### config.mk
export PLATFORM = sky130hd
export DESIGN_NAME = pot_spi_responder
export DESIGN_NICKNAME = d
export VERILOG_FILES = /design/src/rtl/pot_spi_responder.sv
export SDC_FILE = /design/constraint.sdc
export NUM_CORES = 1
export LEC_CHECK = 0
export BUFFER_PORTS_ARGS = -buffer_cell sky130_fd_sc_hd__buf_2
export CAP_MARGIN = 20
export CORE_ASPECT_RATIO = 0.7
export CORE_UTILIZATION = 43
export CTS_BUF_LIST = sky130_fd_sc_hd__clkbuf_8
export DETAILED_ROUTE_END_ITERATION = 10
export PLACE_DENSITY = 0.66
export SLEW_MARGIN = 20
export SYNTH_ARGS = -nofsm -noshare
export SYNTH_HDL_FRONTEND = slang
export SYNTH_SLANG_ARGS = --single-unit
### constraint.sdc
create_clock -name clk -period 3 [get_ports clk]
set_input_delay 0.3 -clock clk [delete_from_list [all_inputs] [get_ports clk]]
set_output_delay 0.3 -clock clk [all_outputs]
set_load 0.02 [all_outputs]
### src/rtl/pot_spi_responder.sv
// SPI responder for the 16-bit digital-potentiometer command protocol.
// SPI_CLK/SYNC/DIN are oversampled in the clk domain. Frames are assembled
// and decoded, and the wiper, control and response state is held here.
// SDO echoes the previous frame, or returns readback data after a read command.
module pot_spi_responder #(
  parameter int unsigned SPI_DIV_MIN = 8,
  parameter logic [9:0]  RDAC_RESET  = 10'h200
) (
  input  logic       clk,
  input  logic       reset,
  input  logic       SPI_CLK,
  input  logic       SYNC,
  input  logic       DIN,
  output logic       SDO,
  output logic [9:0] rdac,
  output logic [2:0] ctrl,
  output logic [3:0] cmd,
  output logic       frame_valid,
  output logic       frame_err,
  output logic       wr_blocked
);

  // The synchronizer plus edge detect needs at least 4 clk per SPI half-period.
  if (SPI_DIV_MIN < 4) begin : g_div_check
    $error("SPI_DIV_MIN must be at least 4");
  end

  typedef enum logic [1:0] {StIdle, StShift, StDecode, StWaitHi} state_e;

  state_e      state_q, state_d;
  logic [2:0]  sclk_q, sync_q;
  logic [1:0]  din_q;
  logic [15:0] shreg_q, shreg_d;
  logic [4:0]  cnt_q, cnt_d;
  logic [15:0] resp_q, resp_d;
  logic [15:0] tx_q, tx_d;
  logic        sdo_q, sdo_d;
  logic [9:0]  rdac_q, rdac_d;
  logic [2:0]  ctrl_q, ctrl_d;
  logic [3:0]  cmd_q, cmd_d;

  logic sclk_fall, sclk_rise, sync_fall, sync_rise, sync_hi;
  logic frame_ok;

  // Two-flop synchronizers; the third SPI_CLK/SYNC stage feeds edge detection.
  // Cleared to 0 so a frame in flight at reset release never looks like a fresh SYNC fall.
  always_ff @(posedge clk or posedge reset) begin
    if (reset) begin
      sclk_q <= '0;
      sync_q <= '0;
      din_q  <= '0;
    end else begin
      sclk_q <= {sclk_q[1:0], SPI_CLK};
      sync_q <= {sync_q[1:0], SYNC};
      din_q  <= {din_q[0], DIN};
    end
  end

  assign sclk_fall = sclk_q[2] & ~sclk_q[1];
  assign sclk_rise = ~sclk_q[2] & sclk_q[1];
  assign sync_fall = sync_q[2] & ~sync_q[1];
  assign sync_rise = ~sync_q[2] & sync_q[1];
  assign sync_hi   = sync_q[1];

  assign frame_ok = (cnt_q == 5'd16) && (shreg_q[15:14] == 2'b00);

  // FSM state register.
  always_ff @(posedge clk or posedge reset) begin
    if (reset) state_q <= StWaitHi;
    else       state_q <= state_d;
  end

  // FSM next-state logic.
  always_comb begin
    state_d = state_q;
    unique case (state_q)
      StWaitHi: if (sync_hi) state_d = StIdle;
      StIdle: begin
        if (sync_fall)     state_d = StShift;
        else if (!sync_hi) state_d = StWaitHi;
      end
      StShift:  if (sync_rise) state_d = StDecode;
      StDecode: state_d = StIdle;
      default:  state_d = StWaitHi;
    endcase
  end

  // FSM outputs: one-clk pulses while in DECODE.
  always_comb begin
    frame_valid = 1'b0;
    frame_err   = 1'b0;
    wr_blocked  = 1'b0;
    if (state_q == StDecode) begin
      frame_valid = frame_ok;
      frame_err   = !frame_ok;
      wr_blocked  = frame_ok && (shreg_q[13:10] == 4'd1) && !ctrl_q[1];
    end
  end

  // Datapath next-state: shifting, SDO sequencing and command decode.
  always_comb begin
    shreg_d = shreg_q;
    cnt_d   = cnt_q;
    resp_d  = resp_q;
    tx_d    = tx_q;
    sdo_d   = 1'b0;
    rdac_d  = rdac_q;
    ctrl_d  = ctrl_q;
    cmd_d   = cmd_q;
    unique case (state_q)
      StIdle: begin
        if (sync_fall) begin
          cnt_d = '0;
          tx_d  = resp_q;
          sdo_d = resp_q[15];
        end
      end
      StShift: begin
        sdo_d = sdo_q;
        // Sampling still happens in the cycle SYNC rise is seen, so a
        // coincident last falling edge is not lost.
        if (sclk_fall) begin
          shreg_d = {shreg_q[14:0], din_q[1]};
          cnt_d   = (cnt_q == 5'd17) ? cnt_q : cnt_q + 5'd1;
        end
        if (sclk_rise) begin
          tx_d  = {tx_q[14:0], 1'b0};
          sdo_d = tx_q[14];
        end
      end
      StDecode: begin
        if (frame_ok) begin
          cmd_d  = shreg_q[13:10];
          resp_d = shreg_q;
          case (shreg_q[13:10])
            4'd1: if (ctrl_q[1]) rdac_d = shreg_q[9:0];
            4'd2: resp_d = {6'b0, rdac_q};
            4'd4: rdac_d = RDAC_RESET;
            4'd6: ctrl_d = shreg_q[2:0];
            4'd7: resp_d = {13'b0, ctrl_q};
            default: ;
          endcase
        end
      end
      default: ;
    endcase
  end

  // Datapath registers.
  always_ff @(posedge clk or posedge reset) begin
    if (reset) begin
      shreg_q <= '0;
      cnt_q   <= '0;
      resp_q  <= '0;
      tx_q    <= '0;
      sdo_q   <= 1'b0;
      rdac_q  <= RDAC_RESET;
      ctrl_q  <= '0;
      cmd_q   <= '0;
    end else begin
      shreg_q <= shreg_d;
      cnt_q   <= cnt_d;
      resp_q  <= resp_d;
      tx_q    <= tx_d;
      sdo_q   <= sdo_d;
      rdac_q  <= rdac_d;
      ctrl_q  <= ctrl_d;
      cmd_q   <= cmd_d;
    end
  end

  assign SDO  = sdo_q;
  assign rdac = rdac_q;
  assign ctrl = ctrl_q;
  assign cmd  = cmd_q;

endmodule

## Yosys cells after proc, flatten, opt, wreduce, memory -nomap -nowiden

Index checks and enable logic that the tools add are counted.

- $add $sub $neg: 1
- Eq/ne operators: 18
- Mux-type cells: 21
- Bitwise gates (word level): 8
- Reduce and logical (&&, ||, !) cells: 16

Operators with widths:

| kind | count |
|---|---|
| $pmux W16 S2 | 1 |
| $mux W15 | 2 |
| $pmux W15 S2 | 1 |
| $pmux W10 S2 | 1 |
| $mux W5 | 3 |
| $ne A2 B2 Y1 const B | 7 |
| $eq A4 B3 Y1 const B | 3 |
| $eq A5 B5 Y1 const B | 2 |
| $mux W10 | 1 |
| $pmux W5 S2 | 1 |
| $reduce_and A3 Y1 | 3 |
| $mux W2 | 4 |
| $pmux W2 S4 | 1 |
| $reduce_and A4 Y1 | 2 |
| $add A5 B1 Y5 const B | 1 |
| $mux W1 | 5 |
| $and A1 B1 Y1 | 4 |
| $eq A2 B2 Y1 const B | 2 |
| $eq A4 B1 Y1 const B | 1 |
| $eq A4 B2 Y1 const B | 1 |
| $logic_not A2 Y1 | 2 |
| $not A1 Y1 | 4 |
| $reduce_and A2 Y1 | 2 |
| $reduce_bool A2 Y1 | 2 |
| 5 further kinds | 8 |

- Flip-flop bits (word level): 80
- Output and inout bits: 21
- Word-level logic and storage cells: 76

## Depth between registers and ports, before layout

Gate-level depths: netlist (run 1).

- Word-level depth: 5
- Gate-level depth with buffers: 8
- Gate-level depth less buffers: 7

## Least setup slack after synthesis (run 1)

No wires, ideal clock.

- Kind: register -> output
- Start point: register cnt_q[0]
- End point: output port wr_blocked
- Arrival time: 1.816 ns
- Data required time: 2.700 ns
- Path slack: 0.884 ns
- Stages on the path, launching flop included: 7
- Path through: dfrtp_1 -> inv_1 -> ha_1 -> nor3b_1 -> and2_1 -> nand2_1 -> nor4b_1

- Word-level cells in the longest chain between the ends: 5

RTL lines:

| what | line | text |
|---|---|---|
| from (decl) | 34 | `logic [4:0] cnt_q, cnt_d;` |
| from (signal assigned) | 162 | `cnt_q <= cnt_d;` |
| $eq A5 B5 Y1 | 65 | `assign frame_ok = (cnt_q == 5'd16) && (shreg_q[15:14] == 2'b00);` |
| $logic_and A1 B1 Y1 | 65 |  |
| $logic_and A1 B1 Y1 (2 in series) | 96 | `wr_blocked = frame_ok && (shreg_q[13:10] == 4'd1) && !ctrl_q[1];` |
| $mux W1 | 93 | `if (state_q == StDecode) begin` |
| to (decl) | 20 | `output logic wr_blocked` |

Every way passes these cells.

## Worst setup path after layout (run 1)

- Start point: register cnt_q[0]
- End point: output port frame_valid

- Word-level cells in the longest chain between the ends: 3

RTL lines:

| what | line | text |
|---|---|---|
| $eq A5 B5 Y1 | 65 |  |
| $logic_and A1 B1 Y1 | 65 |  |
| $mux W1 | 93 |  |
| to (decl) | 18 | `output logic frame_valid,` |

Every way passes these cells.

==> results of run 1 <==
[through the flow]
| stage | util, % | instance area, µm² |
|---|---|---|
| 2_1_floorplan | - | 3480 |
| 3_3_place_gp | 47.3 | 3710 |
| 3_5_place_dp | 47.3 | 3710 |
| 4_1_cts | 50.1 | 3920 |
| 5_1_grt | 50.1 | 3920 |
| 6_report | 50.1 | 3920 |
[routing by layer]
metal  routed length (µm)  vias up
li1                     -     1214
met1                 3720     1202
met2                 3000       60
met3                  412        2
met4                   29        0
met5                    0        -
[final timing paths]
check | startpoint | to | slack (ns) | depth (start not counted)
worst max-delay path | cnt_q[0] | frame_valid | 0.43 | 7
worst min-delay path | SPI_CLK | sclk_q[0] | 0.06 | 1
worst max register to register | cnt_q[0] | ctrl[0] | 0.74 | 8
worst min register to register | sync_q[0] | sync_q[1] | 0.35 | 0
max in group asynchronous | reset | tx_q[1] | 2.24 | 3
min in group asynchronous | reset | din_q[0] | 0.10 | 2
[Yosys cell counts, types with 7 or more instances]
cell type / number / area share (%)
a21oi_1: 12 / 1.7
a22oi_1: 7 / 1.5
a2bb2oi_1: 7 / 1.8
a31oi_1: 15 / 2.7
clkbuf_1: 8 / 0.86
dfrtp_1: 77 / 55
inv_1: 7 / 0.76
mux2_2: 19 / 6.2
nand2_1: 74 / 8.0
nor2_1: 34 / 3.7
o21ai_0: 15 / 2.2
[report_power, final]
group	internal, mW	switching (mW)
Sequential	1.29	0.211
Combinational	0.261	0.342
Clock	0.471	0.362
Total	2.02	0.916
[cells in the final DEF, fill, tap and decap left out, drive strengths merged, types with 3 or more instances in the layout]
master   Yosys  layout
nand3b       3       3
ha           3       3
clkbuf       8      13
a22o         3       3
dfstp        3       3
nand3        7       7
mux2        19      19
dfrtp       77      77
nor2        34      34
o21ai       15      15
and2         5       5
a22oi        7       7
nand2       74      74
a21oi       12      12
nand2b       3       3
nor3b        3       3
nor2b        3       3
inv          8       8
a2bb2oi      7       7
a221oi       3       3
a31oi       15      15
buf          9      31
[sequential cells by signal, indices dropped and copies added, names as in the netlist]
signal,count
resp_q,16
shreg_q,16
tx_q,15
rdac,10
cnt_q,5
cmd,4
ctrl,3
sclk_q,3
sync_q,3
din_q,2
state_q,2
SDO,1
[cell families (layout without fill, tap and decap cells)]
kind of cell             Yosys count  after routing  share of synthesized area [%]
XOR/XNOR                           3              3                          0.756
AND/OR/NAND/NOR                  138            138                           17.8
buffers and inverters             25             55                           3.35
adder cells (fa/ha/maj)            3              3                           1.08
flip-flops                        80             80                           57.7
multiplexers                      19             19                           6.15
AO/OA/AOI/OAI                     70             70                           13.2
[final cells by class]
| class | count | area share, % |
|---|---|---|
| Multi-Input combinational cell | 233 | 34.7 |
| Clock inverter | 3 | 0.989 |
| Sequential cell | 80 | 51.1 |
| Timing Repair Buffer | 31 | 4.66 |
| Inverter | 8 | 0.797 |
| Clock buffer | 13 | 4.56 |
| Tap cell | 101 | 3.22 |
==> results.sh, run 1 <==
export IMPL_slew_violations=0
export IMPL_timing_hold_violations_final=0
export IMPL_cts_sink_count=80
export IMPL_crit_share_post_route_pct=85.6
export IMPL_drtPass1Iterations=5
export IMPL_asyncSetResetFlopFracSynth_pct=100
export IMPL_synth_sequential_area_ratio_pct=57.7
export IMPL_finish_cell_count_without_fillers=469
export IMPL_holdCritPathClass="input port to flip-flop"
export IMPL_cp_arrival_ns=2.27
export IMPL_skew_ns=0.00962
export IMPL_timing_critical_path_fanout_max=26
export IMPL_io_pins=26
export IMPL_gpl_final_weighted_congestion=0.729
export IMPL_critical_path_class="flip-flop to primary output"
export IMPL_dpl_cell_count=453
export IMPL_postSynthCellCount=338
export IMPL_timing_critical_path_slowest_cell_delay_ns=0.44
export IMPL_worst_path_cell_with_the_longest_stage_delay="dfrtp_1"
export IMPL_grt_start_max_net_pins=49
export IMPL_wirelength_routed_um=7170
export IMPL_path_delay_family="buffers and inverters"
export IMPL_cap_viol_max_count=0
export IMPL_critical_path_buf_inv_count=4
export IMPL_remaining_drc_errors=0
export IMPL_ys_seq_elements=80
export IMPL_timing_setup_tns_ns=0
export IMPL_max_vdd_ir_drop_mv=0.355
export IMPL_overflow=0
export IMPL_slew_headroom_pct=41.5
export IMPL_overall_routing_resource_usage_pct=19.5
export IMPL_vias=2478
export IMPL_post_cts_resized=0
export IMPL_postSynthAreaPerCell_um2=10.3
export IMPL_fin_ws_ns=0.432
export IMPL_crit_required_ns=2.70
export IMPL_core_area_mm2=0.00784
export IMPL_ys_warn_count=0
export IMPL_grt_use_met2_pct=25.8
export IMPL_number_of_global_route_vias_before_repair=2317
export IMPL_tritoncts_clock_tree="yes"
export IMPL_post_cts_setup_buffer_count=0
export IMPL_portBuffers=25
export IMPL_detail_route_wl_per_cell_um=15.3
export IMPL_antenna_violating_nets_post_route=0
export IMPL_clkTransAtPathRegs_ns=0.08
export IMPL_report_power_total_mw=2.93
export IMPL_floorplan_rows=27
export IMPL_register_area_mm2=0.00201
export IMPL_outcome="completed"
export IMPL_dr_first_iter_drc_count=194
export IMPL_tightestPinTransition_ns=0.876
export IMPL_number_of_unique_standard_cell_types_used_by_synthesis=39
export IMPL_worst_case_hold_slack_ns=0.0563
export IMPL_timing_final_crit_period_ns=2.57
export IMPL_htree_num_levels=3
export IMPL_multi_input_comb_area_mm2=0.00136
export IMPL_chipWidth_um=110
export IMPL_cts_root_to_sink_buffers=2
export IMPL_die_height_um=77.3
export IMPL_fill_cells=745
export IMPL_crit_path_end_kind="primary output"
export IMPL_timing_critical_path_from_type="flip-flop"
export IMPL_initial_utilization_pct=44.4
export IMPL_grt_met1_usage_pct=29.8
export IMPL_grt_busiest_layer="met1"
export IMPL_grt_pass1_wl_um=12100
export IMPL_power_density_mw_per_mm2=748
export IMPL_number_of_inserted_diodes=0
export IMPL_synthFlopType="dfrtp_1"
export IMPL_setup_violations=0
export IMPL_cts_made_buffers=9
export IMPL_grt_util_met3_pct=7.14
export IMPL_drive_above_1_share_pct=20.1
export IMPL_cell_area_after_synthesis_mm2=0.00348
export IMPL_dpl_hpwl_um=4910
export IMPL_grt_setup_unrepaired="no"
export IMPL_detail_route_vias_per_cell=5.28
export IMPL_path_cells="inv_1 > ha_1 > nor3b_1 > nand3_1 > buf_4 > inv_2 > buf_2"
export IMPL_floorplan_die_area_mm2=0.00846
export IMPL_synth_net_count=346
export IMPL_initial_antenna_violation_count=0
export IMPL_clock_tree_root_cell="clkbuf_8"
export IMPL_static_leakage_power_nw=1.87
export IMPL_placement_setup_worst_slack_ns=0.758
export IMPL_fmax_ghz=0.389
export IMPL_areaGrowthSynthToFinish_pct=12.8
export IMPL_clk_insertion_delay_late_ns=0.35
export IMPL_final_nets=371
export IMPL_number_of_synthesized_flops_with_an_enable_pin=0
export IMPL_holdBufCountCts=0
Power figures use the tool's default switching activity.
==> inputs of run 2 (changes only) <==
Settings changed: CORE_MARGIN from default to 2.
==> run 2 against run 1 <==
Wire length increased by 0.13%. Via count decreased by 0.93%. Non-clock buffer count decreased by 1. Critical path depth unchanged. Sequential cell count unchanged. Combinational power increased by 1%. First-iteration DRC count decreased by 23%. Largest power group unchanged.
==> results.sh, run 2 (same netlist as run 1, synthesis figures left out) <==
export IMPL_io_pins=26
export IMPL_areaGrowthSynthToFinish_pct=12.2
export IMPL_timing_critical_path_from_type="flip-flop"
export IMPL_floorplan_die_area_mm2=0.00884
export IMPL_timing_setup_tns_ns=0
export IMPL_share_seq_of_total_power_pct=51.5
export IMPL_grt_setup_unrepaired="no"
export IMPL_initial_utilization_pct=44.2
export IMPL_overall_routing_resource_usage_pct=17.5
export IMPL_antenna_violating_nets_post_route=0
export IMPL_core_area_mm2=0.00787
export IMPL_cts_sink_count=80
export IMPL_overflow=0
export IMPL_timing_critical_path_fanout_max=5
export IMPL_detail_route_vias_per_cell=5.25
export IMPL_postLayoutCellArea_mm2=0.00390
export IMPL_slew_violations=0
export IMPL_critical_path_buf_inv_count=2
export IMPL_final_nets=370
export IMPL_floorplan_rows=27
export IMPL_grt_start_max_net_pins=50
export IMPL_fill_cells=765
export IMPL_htree_num_levels=3
export IMPL_timing_critical_path_slowest_cell_delay_ns=0.43
export IMPL_timing_hold_violations_final=0
export IMPL_power_density_mw_per_mm2=744
export IMPL_die_height_um=79.3
export IMPL_cts_root_to_sink_buffers=2
export IMPL_max_vdd_ir_drop_mv=0.435
export IMPL_reg_largest_list="resp_q x16, shreg_q x16, tx_q x15"
export IMPL_cap_viol_max_count=0
export IMPL_post_cts_resized=0
export IMPL_remaining_drc_errors=0
export IMPL_crit_required_ns=2.70
export IMPL_static_leakage_power_nw=1.86
export IMPL_power_share_clock_pct=27.4
export IMPL_clk_insertion_delay_late_ns=0.36
export IMPL_share_of_total_power_consumed_by_net_switching_pct=32.2
export IMPL_fin_ws_ns=0.495
export IMPL_postPlaceCellArea_mm2=0.00370
export IMPL_critical_path_class="flip-flop to primary output"
export IMPL_placement_setup_worst_slack_ns=0.835
export IMPL_grt_pass1_wl_um=12000
export IMPL_vias=2455
export IMPL_clkTransAtPathRegs_ns=0.08
export IMPL_number_of_global_route_vias_before_repair=2346
export IMPL_layout_commonest_cell="dfrtp_1"
export IMPL_gpl_final_weighted_congestion=0.832
export IMPL_tritoncts_clock_tree="yes"
export IMPL_report_power_total_mw=2.90
export IMPL_setup_violations=0
export IMPL_power_report_internal_total_mw=1.97
export IMPL_dr_first_iter_drc_count=149
export IMPL_chipWidth_um=112
export IMPL_drive_above_1_share_pct=19.9
export IMPL_crit_share_post_route_pct=83.5
export IMPL_holdCritPathClass="input port to flip-flop"
export IMPL_outcome="completed"
export IMPL_holdBufCountCts=0
export IMPL_net_switching_power_mw=0.936
export IMPL_fin_util_pct=49.6
export IMPL_dpl_cell_count=452
export IMPL_detail_route_wl_per_cell_um=15.3
export IMPL_crit_path_end_kind="primary output"
export IMPL_initial_antenna_violation_count=0
export IMPL_drtPass1Iterations=5
export IMPL_timing_final_crit_period_ns=2.50
export IMPL_path_delay_family="simple AND/OR/NAND/NOR gates"
export IMPL_wirelength_routed_um=7180
export IMPL_register_area_mm2=0.00201
export IMPL_finish_cell_count_without_fillers=468
export IMPL_layout_cells_most_common_list="77 x dfrtp_1, 74 x nand2_1, 34 x nor2_1"
export IMPL_multi_input_comb_area_mm2=0.00137
export IMPL_dpl_hpwl_um=4800
export IMPL_worst_path_cell_with_the_longest_stage_delay="dfrtp_1"
export IMPL_portBuffers=25
export IMPL_worst_case_hold_slack_ns=0.0459
export IMPL_tightestPinTransition_ns=0.850
export IMPL_path_cells="inv_1 > ha_1 > nor3b_1 > and2_1 > nand2_1 > nor4b_1 > buf_2"
export IMPL_slew_headroom_pct=43.2
export IMPL_fmax_ghz=0.399
export IMPL_post_cts_setup_buffer_count=0
export IMPL_cp_arrival_ns=2.20
export IMPL_clock_tree_root_cell="clkbuf_8"
export IMPL_skew_ns=0.00830
export IMPL_cts_made_buffers=9
export IMPL_power_share_combinational_pct=21.1
export IMPL_number_of_inserted_diodes=0
## run 2: cell type report
cell class | instances | area share, %
Clock buffer | 11 | 3.88
Inverter | 8 | 0.801
Sequential cell | 80 | 51.4
Timing Repair Buffer | 30 | 4.49
Multi-Input combinational cell | 233 | 35.0
Clock inverter | 5 | 1.22
Tap cell | 101 | 3.24
## run 2: power by group through the flow
stage | Sequential [mW] | Clock [mW] | Combinational (mW)
2_1_floorplan | 1.43 | 0 | 0.519
3_3_place_gp | 1.50 | 0 | 0.599
3_5_place_dp | 1.51 | 0 | 0.616
4_1_cts | 1.49 | 0.825 | 0.617
5_1_grt | 1.54 | 0.864 | 0.700
6_report | 1.50 | 0.796 | 0.612
## run 2: final timing paths
kind	startpoint	endpoint	slack (ns)	cells after the start
max in group asynchronous	reset	state_q[0]	2.23	3
max reg2reg	cnt_q[0]	ctrl[2]	0.83	7
min in group asynchronous	reset	sync_q[2]	0.09	2
min	DIN	din_q[0]	0.05	1
max	cnt_q[0]	wr_blocked	0.50	7
min reg2reg	sync_q[0]	sync_q[1]	0.36	0
## run 2: routing by layer
layer	vias to the layer above	wire length [µm]	track usage, %
met4	0	104	6.67
met2	50	2980	23.9
met1	1181	3690	26.4
met5	-	0	0
li1	1215	-	-
met3	9	396	4.89
